===== src/rtl/decode_pipe.sv =====
// decode_pipe: single-register MIPS-32 decode stage.
// Splits an accepted instruction into its fields, classifies it (R/J/I/HALT),
// extends the immediate, and presents the bundle with a valid/ready handshake.
// A small FSM inserts a one-cycle bubble after a load whose destination the
// next instruction reads, and parks the stage once a HALT has been accepted.
module decode_pipe #(
    parameter int IMM_W     = 32,
    parameter bit HAZARD_EN = 1'b1
) (
    input  logic             clk,
    input  logic             rst_n,
    input  logic             in_valid,
    output logic             in_ready,
    input  logic [31:0]      instruction,
    input  logic             flush,
    output logic             out_valid,
    input  logic             out_ready,
    output logic [5:0]       opcode,
    output logic [4:0]       rs,
    output logic [4:0]       rt,
    output logic [4:0]       rd,
    output logic [4:0]       sa,
    output logic [5:0]       funct,
    output logic [25:0]      instr_address,
    output logic [IMM_W-1:0] imm,
    output logic [1:0]       InstructionType,
    output logic             illegal,
    output logic             halted
);

    // Supported primary opcodes
    localparam logic [5:0] OP_RTYPE = 6'b000000;
    localparam logic [5:0] OP_J     = 6'b000010;
    localparam logic [5:0] OP_HALT  = 6'b111111;
    localparam logic [5:0] OP_ADDI  = 6'b001000;
    localparam logic [5:0] OP_ANDI  = 6'b001100;
    localparam logic [5:0] OP_LW    = 6'b100011;
    localparam logic [5:0] OP_SW    = 6'b101011;
    localparam logic [5:0] OP_BEQ   = 6'b000100;
    localparam logic [5:0] OP_BNE   = 6'b000101;

    typedef enum logic [1:0] {
        IT_R    = 2'd0,
        IT_J    = 2'd1,
        IT_HALT = 2'd2,
        IT_I    = 2'd3
    } itype_e;

    typedef enum logic [1:0] {
        ST_RUN    = 2'd0,
        ST_BUBBLE = 2'd1,
        ST_HALTED = 2'd2
    } state_e;

    // Everything the execute stage sees, captured together on accept
    typedef struct packed {
        logic [5:0]       opcode;
        logic [4:0]       rs;
        logic [4:0]       rt;
        logic [4:0]       rd;
        logic [4:0]       sa;
        logic [5:0]       funct;
        logic [25:0]      instr_address;
        logic [IMM_W-1:0] imm;
        itype_e           itype;
        logic             illegal;
    } bundle_t;

    // Incoming instruction fields
    logic [5:0]  w_in_op;
    logic [4:0]  w_in_rs;
    logic [4:0]  w_in_rt;
    logic        w_is_itype;
    bundle_t     w_dec;

    // Hazard / handshake
    logic        w_lw_held;
    logic        w_reads_rs;
    logic        w_reads_rt;
    logic        w_hazard;
    logic        w_accept;
    logic        w_out_fire;

    // State
    bundle_t     r_bundle;
    logic        r_valid;
    state_e      r_state;
    logic        r_halted;

    assign w_in_op    = instruction[31:26];
    assign w_in_rs    = instruction[25:21];
    assign w_in_rt    = instruction[20:16];
    assign w_is_itype = w_in_op inside {OP_ADDI, OP_ANDI, OP_LW, OP_SW, OP_BEQ, OP_BNE};

    // Combinational decode of the offered instruction into a bundle
    always_comb begin
        // NOTE: every field gets a default before the case so no path leaves a latch behind.
        w_dec = '0;
        if (w_in_op == OP_RTYPE) begin
            w_dec.opcode = w_in_op;
            w_dec.itype  = IT_R;
            w_dec.rs     = w_in_rs;
            w_dec.rt     = w_in_rt;
            w_dec.rd     = instruction[15:11];
            w_dec.sa     = instruction[10:6];
            w_dec.funct  = instruction[5:0];
        end else if (w_in_op == OP_J) begin
            w_dec.opcode        = w_in_op;
            w_dec.itype         = IT_J;
            w_dec.instr_address = instruction[25:0];
        end else if (w_in_op == OP_HALT) begin
            w_dec.opcode = w_in_op;
            w_dec.itype  = IT_HALT;
        end else if (w_is_itype) begin
            w_dec.opcode = w_in_op;
            w_dec.itype  = IT_I;
            w_dec.rs     = w_in_rs;
            w_dec.rt     = w_in_rt;
            // ANDI is a logical op, so its immediate is zero-extended
            if (w_in_op == OP_ANDI) begin
                w_dec.imm = IMM_W'(instruction[15:0]);
            end else begin
                w_dec.imm = IMM_W'($signed(instruction[15:0]));
            end
        end else begin
            // Unsupported opcode: flag it and leave every field zero
            w_dec.itype   = IT_R;
            w_dec.illegal = 1'b1;
        end
    end

    // Load-use detection against the load sitting in the output register.
    // Deliberately independent of in_valid so in_ready never depends on it.
    assign w_lw_held  = r_valid && (r_bundle.opcode == OP_LW) && (r_bundle.rt != 5'd0);
    assign w_reads_rs = (w_in_op == OP_RTYPE) || w_is_itype;
    assign w_reads_rt = (w_in_op == OP_RTYPE) || (w_in_op == OP_SW) ||
                        (w_in_op == OP_BEQ)   || (w_in_op == OP_BNE);
    assign w_hazard   = HAZARD_EN && w_lw_held &&
                        ((w_reads_rs && (w_in_rs == r_bundle.rt)) ||
                         (w_reads_rt && (w_in_rt == r_bundle.rt)));

    assign in_ready   = !flush && (r_state == ST_RUN) && (!r_valid || out_ready) && !w_hazard;
    assign w_accept   = in_valid && in_ready;
    assign w_out_fire = r_valid && out_ready;

    // Output register: load on accept, drain on consume, cleared by flush
    always_ff @(posedge clk or negedge rst_n) begin
        if (!rst_n) begin
            // NOTE: the bundle is a handful of flops, not a memory, so it is reset to zero outright.
            r_valid  <= 1'b0;
            r_bundle <= '0;
        end else if (flush) begin
            // NOTE: non-blocking assignments keep every flop sampling pre-edge values.
            r_valid <= 1'b0;
        end else if (w_accept) begin
            r_valid  <= 1'b1;
            r_bundle <= w_dec;
        end else if (w_out_fire) begin
            r_valid <= 1'b0;
        end
    end

    // Stage control FSM with registered halted flag
    always_ff @(posedge clk or negedge rst_n) begin
        if (!rst_n) begin
            r_state  <= ST_RUN;
            r_halted <= 1'b0;
        end else begin
            case (r_state)
                ST_RUN: begin
                    // A flush overrides both the halt capture and the bubble
                    if (!flush) begin
                        if (w_accept && (w_dec.itype == IT_HALT)) begin
                            r_state  <= ST_HALTED;
                            r_halted <= 1'b1;
                        end else if (w_out_fire && w_hazard) begin
                            r_state <= ST_BUBBLE;
                        end
                    end
                end
                ST_BUBBLE: begin
                    r_state <= ST_RUN;
                end
                ST_HALTED: begin
                    // Only reset leaves this state
                    r_state  <= ST_HALTED;
                    r_halted <= 1'b1;
                end
                default: begin
                    r_state  <= ST_RUN;
                    r_halted <= 1'b0;
                end
            endcase
        end
    end

    assign out_valid       = r_valid;
    assign opcode          = r_bundle.opcode;
    assign rs              = r_bundle.rs;
    assign rt              = r_bundle.rt;
    assign rd              = r_bundle.rd;
    assign sa              = r_bundle.sa;
    assign funct           = r_bundle.funct;
    assign instr_address   = r_bundle.instr_address;
    assign imm             = r_bundle.imm;
    assign InstructionType = r_bundle.itype;
    assign illegal         = r_bundle.illegal;
    assign halted          = r_halted;

endmodule


===== config.mk =====
export PLATFORM = sky130hd
export DESIGN_NAME = decode_pipe
export DESIGN_NICKNAME = d
export VERILOG_FILES = /design/src/rtl/decode_pipe.sv
export SDC_FILE = /design/constraint.sdc
export NUM_CORES = 1
export LEC_CHECK = 0
export BUFFER_PORTS_ARGS = -buffer_cell sky130_fd_sc_hd__clkbuf_2
export CORE_MARGIN = 5
export CORE_UTILIZATION = 49
export CTS_CLUSTER_DIAMETER = 120
export CTS_CLUSTER_SIZE = 30
export DETAILED_ROUTE_END_ITERATION = 16
export GPL_TIMING_DRIVEN = 0
export PLACE_DENSITY = 0.85
export SLEW_MARGIN = 20
export SYNTH_ARGS = -nofsm -noshare
export SYNTH_HDL_FRONTEND = slang
export SYNTH_SLANG_ARGS = --single-unit

===== constraint.sdc =====
create_clock -name clk -period 2.8 [get_ports clk]
set_clock_uncertainty 0.1 [all_clocks]
set_input_delay 0.56 -clock clk [delete_from_list [all_inputs] [get_ports clk]]
set_output_delay 0.56 -clock clk [all_outputs]
set_load 0.01 [all_outputs]

-- After elaboration in Yosys (flattened, before gate mapping)
Index checks and enable logic that the tools add are counted.
- register bits: 97
- bits of input ports: 37
- bitwise gates (word level): 2
- equality and inequality tests: 17
- multiplexer cells: 31
- reduce and logical (&&, ||, !) cells: 29
- operator list (kind ; number):
    32-bit 2-to-1 mux ; 4
    58-bit 2-to-1 mux ; 1
    16-bit 2-to-1 mux ; 3
    26-bit 2-to-1 mux ; 1
    6-bit equality test, second input constant ; 4
    10-bit 2-to-1 mux ; 2
    2-bit 2-to-1 mux ; 7
    6-bit by 3-bit equality test with 1-bit output, second input constant ; 2
    6-bit by 4-bit equality test with 1-bit output, second input constant ; 2
    1-bit logical AND ; 12
    6-bit 2-to-1 mux ; 2
    5-bit equality test ; 2
    1-bit 2-to-1 mux ; 9
    6-bit by 2-bit equality test with 1-bit output, second input constant ; 1
    6-bit zero test ; 1
    1-bit logical OR ; 6
    6-bit nonzero test ; 1
    5-bit nonzero test ; 1
    2-bit equality test, second input constant ; 2
    2-bit one-hot mux with 2 select lines ; 1
    2-bit AND reduction ; 2
    1-bit zero test ; 3
    3-bit by 1-bit inequality test with 1-bit output, second input constant ; 1
    1-bit one-hot mux with 3 select lines ; 1
    7 further kinds ; 8

-- Logic depth before layout (Yosys ltp)
- word-level depth: 14
- gate-level depth with buffers: 8

-- Least setup slack after synthesis
Ideal clock, no wire load.
- path type: input to output
- from: in instruction[28]
- to: out in_ready
- path slack: 225 ps
- arrival: 1915 ps
- stages on the path: 8
- buffers on the path: 3
- data required time: 2140 ps
- cells stage by stage: buf_2 > nand4b_1 > nor2_1 > nor2_1 > o31a_2 > buf_6 > buf_8 > and2_1
- longest elaborated chain between the ends: 9
- ends and longest elaborated chain (element ; line ; source):
    start, declared ; 14 ; input logic [31:0] instruction,
    branches (longest 5 deep; another with 6-bit by 4-bit equality test with 1-bit output) ; - ;
    1-bit logical OR (*) ; 139 ; ((w_reads_rs && (w_in_rs == r_bundle.rt)) ||
    1-bit logical AND (*) ; 138 ; assign w_hazard = HAZARD_EN && w_lw_held &&
    1-bit zero test (*) ; 142 ; assign in_ready = !flush && (r_state == ST_RUN) && (!r_valid || out_ready) && !w_hazard;
    1-bit logical AND (*) ; 142 ;
    end, declared ; 13 ; output logic in_ready,
Every way passes the cells marked *.

-- Worst setup path in the final report
- from: reg r_bundle (netlist bit rt[2])
- to: out in_ready
- longest elaborated chain between the ends: 6
- ends and longest elaborated chain (element ; line ; source):
    start, declared ; 85 ; bundle_t r_bundle;
    start signal, assigned ; 157 ; r_bundle <= w_dec;
    5-bit equality test, on equally long branches ; 139, 140 ;
    1-bit logical AND, on equally long branches ; 139, 140 ;
    1-bit logical OR ; 139 ;
    1-bit logical AND (*) ; 138 ;
    1-bit zero test (*) ; 142 ;
    1-bit logical AND (*) ; 142 ;
Every way passes the cells marked *; elsewhere a longest branch is shown, timed or not.

==> implementation parameters <==
Parameter                              Value

Outcome
  Run status    complete, no violations

GRT
  Met1 Track Usage GR    0.3280
  First-pass GRT wire length    16.79 mm
  Global routing usage on met2    0.3816
  Routing layer with the top usage in global route    met2
  Largest net degree at the start of global routing    45
  Via count of the first global-routing pass    3,208
  Total GRT Usage    0.2402
  Global-route track usage on met3    0.05345
  Overall overflow remaining after global route    0
  Initial antenna violation count    0

Placement
  # placed instances    533
  Routability congestion estimate    0.8988
  Instance area at placement    4469 µm²
  Number of port buffers    130
  Total half-perimeter wirelength after legalization and detailed placement    7.662 mm

Floorplan
  Site row count    31
  Die outline area    9326 µm²
  Area inside the core boundary    7292 µm²
  Die Span Y    between 90 and 100 µm
  Starting Density    0.5036
  Die X    slightly below 100 µm
  Count of pins on the block boundary    133

Critical path
  Critical Path AT    2.07 ns
  Setup crit end kind    output pin
  Worst Path Required    2.14 ns
  Path type of the worst setup path    reg -> out
  Crit path max fanout    2
  Kind of launch point of the worst setup path    flop

Power and ir drop
  Leakage power total    approximately 2.5 nW
  Worst ir drop on vdd    0.3021 mV
  Cell Pwr Density    between 400 and 500 nW/µm²

Routing
  Post-route DRC violation count    0
  Violation count after the first detailed-routing iteration    between 150 and 200
  Via density per instance    5.870
  Wirelength, routed    10.89 mm
  Wire per inst    19.61 µm
  Number of vias after detailed routing    3,258
  Detail Route Antenna Nets    0
  TritonRoute pass-1 iters    5

Synthesis
  Post-synth cell types    46
  Fraction of synthesis flops using an asynchronous set or reset pin    1.000
  Predominant post-synthesis flop cell    sky130_fd_sc_hd__dfrtp_1
  Total of flip-flops plus latches after synthesis    82
  Share of synthesized area occupied by flip-flops and latches    0.5588
  Synthesized netlist net count    340
  Cell area after technology mapping    about 3700 µm²
  Number of standard cells after synthesis    303
  Number of enable-type register cells in the synthesized netlist    0
  Syn Area/Cell    12.12 µm²
  Synth area leaders    sky130_fd_sc_hd__dfrtp_1 (56%), sky130_fd_sc_hd__a32o_1 (7.1%), sky130_fd_sc_hd__a22o_1 (6.4%), sky130_fd_sc_hd__o2bb2ai_1 (5.0%), sky130_fd_sc_hd__buf_4 (3.3%)
  Commonest cells post-synth    sky130_fd_sc_hd__dfrtp_1 (82), sky130_fd_sc_hd__a22o_1 (27), sky130_fd_sc_hd__a32o_1 (26), sky130_fd_sc_hd__nand3_1 (21), sky130_fd_sc_hd__o2bb2ai_1 (21)
  Yosys Warn Count    0
  Yosys top cell area share    0.5588
  Most common cell in the synthesized netlist    sky130_fd_sc_hd__dfrtp_1
  Library cell occupying the most area in the post-synthesis netlist    sky130_fd_sc_hd__dfrtp_1

STA
  Final worst path period need    2.728 ns
  Hold_ws    ~0.10 ns
  Peak Freq    between 300 and 400 MHz
  Actual transition at the worst max-transition pin    slightly below 0.8 ns
  Final-report hold violation count    0
  Setup repair after global routing missed its margin    no
  Final setup viols    0
  Final worst-path cycle share    0.9743
  Max-slew headroom    0.4651
  Count of pins over their slew limit    0

Finish
  Final core area utilization    0.6585
  Number of standard cells in the layout, taps in and fillers out    555
  Fill cell instance count of the final layout    596
  Antenna cell count    0
  Total non-filler cell area in the finished layout    roughly 4800 µm²
  Net total in the final layout    488
  Layout cell share with drive strength beyond 1    0.4452
  Layout Area Growth over Synthesis    30.77%

Clock network
  Insertion delay to the later sink of the worst-skew pair    0.36 ns
  Total number of clock tree sinks    82
  Clock transition time at the flip-flop clock pins of the worst setup and hold paths    0.08 ns
  Number of clock buffers inserted by TritonCTS    9
  Number of H-tree branching levels    3
  Root Buffer    sky130_fd_sc_hd__clkbuf_8
  Number of buffers inserted for hold repair after clock tree synthesis    0
  Number of buffers between clock root and the deepest sink    2
  TritonCTS clock tree    built

Worst hold path
  Hold crit path type    in -> async

Job
  Max-cap violations    0
-- state kept, by name, indices dropped and copies added, names as in the netlist, 5 cells and up --
| name | flops |
|---|---|
| opcode | 6 |
| rt | 5 |
| sa | 5 |
| imm | 17 |
| rd | 5 |
| funct | 6 |
| rs | 5 |
| instr_address | 26 |
-- report_power, final --
part | internal (mW) | total (mW) | switching, mW | leakage [nW]
registers | 1.19 | 1.20 | 0.00574 | 1.12
clock network | 0.528 | 0.967 | 0.440 | 0.112
logic | 0.0512 | 0.143 | 0.0922 | 1.28
-- worst paths after layout --
check                                       startpoint                endpoint  slack, ns  depth (start not counted)
worst max-delay path                 rt[2]$_DFFE_PN0P_                in_ready       0.07                          6
worst min-delay path                             rst_n      halted$_DFFE_PN0P_       0.10                          1
worst max register to register  r_state[1]$_DFFE_PN0P_       rd[0]$_DFFE_PN0P_       0.29                          6
worst min register to register  r_state[0]$_DFFE_PN0P_  r_state[1]$_DFFE_PN0P_       0.35                          1
max in group asynchronous                        rst_n       sa[4]$_DFFE_PN0P_       1.89                          2
min in group clk                             out_ready   out_valid$_DFFE_PN0P_       0.34                          2
-- layout by cell type (no fill, tap or decap), types with 2 or more instances in the layout --
master / count
sky130_fd_sc_hd__clkbuf_8: 10
sky130_fd_sc_hd__a22o_1: 27
sky130_fd_sc_hd__a32o_1: 26
sky130_fd_sc_hd__clkinv_4: 2
sky130_fd_sc_hd__clkbuf_2: 128
sky130_fd_sc_hd__dfrtp_1: 79
sky130_fd_sc_hd__nand2_1: 10
sky130_fd_sc_hd__nand3_1: 21
sky130_fd_sc_hd__dfrtp_2: 3
sky130_fd_sc_hd__buf_2: 11
sky130_fd_sc_hd__bufinv_16: 2
sky130_fd_sc_hd__a21oi_1: 5
sky130_fd_sc_hd__buf_6: 3
sky130_fd_sc_hd__o2bb2ai_1: 21
sky130_fd_sc_hd__nand2b_1: 2
sky130_fd_sc_hd__inv_1: 4
sky130_fd_sc_hd__buf_4: 24
sky130_fd_sc_hd__nand4_1: 3
sky130_fd_sc_hd__nor2b_1: 2
sky130_fd_sc_hd__o21ai_0: 6
sky130_fd_sc_hd__xor2_1: 10
sky130_fd_sc_hd__nor2_1: 9
sky130_fd_sc_hd__clkbuf_1: 10
sky130_fd_sc_hd__nor3_1: 5
-- per-stage QoR --
| step | setup slack [ns] | setup TNS (ns) | power (mW) |
|---|---|---|---|
| after floorplan | 0.2255 | 0 | 1.269 |
| after global placement | -0.1168 | -0.1168 | 1.349 |
| after detailed placement | -0.1266 | -0.1266 | 1.356 |
| after CTS | 0.01075 | 0 | 2.315 |
| after global routing | 0.008017 | 0 | 2.382 |
| final | 0.07183 | 0 | 2.307 |
-- metal layers --
metal | vias to the layer above | share of wire
li1 | 1441 | -
met2 | 162 | 0.47
met1 | 1634 | 0.42
met4 | 0 | 0.016
met3 | 21 | 0.089
met5 | - | 0
-- logic make-up (layout without fill, tap and decap cells) --
family / count (synthesis) / in the layout / share of synthesized area
AOI/OAI and AO/OA: 96 / 96 / 0.2286
DFF: 82 / 82 / 0.5588
and+or+nand+nor: 67 / 67 / 0.1036
buffers and inverters: 46 / 199 / 0.07939
xor gates and xnor gates: 10 / 10 / 0.02385
muxes: 2 / 2 / 0.005792
-- worst max-delay path: stages, from the launching register on --
cell,delay [ns]
sky130_fd_sc_hd__dfrtp_2,0.41
sky130_fd_sc_hd__or4_4,0.55
sky130_fd_sc_hd__o211a_4,0.28
sky130_fd_sc_hd__nand4_4,0.10
sky130_fd_sc_hd__o31a_4,0.16
sky130_fd_sc_hd__and2_4,0.14
sky130_fd_sc_hd__buf_6,0.09
-- layout make-up --
| cell class | count | area (µm²) | share of cell area |
|---|---|---|---|
| sequential | 82 | 2056 | 0.4281 |
| multi-input combinational | 175 | 1390 | 0.2895 |
| timing repair buffer | 139 | 739.5 | 0.1540 |
| buffer | 40 | 250.2 | 0.05211 |
| clock buffer | 10 | 137.6 | 0.02866 |
| tap | 99 | 123.9 | 0.02579 |
| clock inverter | 6 | 90.09 | 0.01876 |
| inverter | 4 | 15.01 | 0.003127 |
-- repair_timing --
action,CTS,global route
setup endpoints to repair,1,1
endpoints found under the hold margin,0,0
pin swaps,0,4
buffers inserted,6,2
resized for setup,12,4
(Power assumes the default switching activity.)
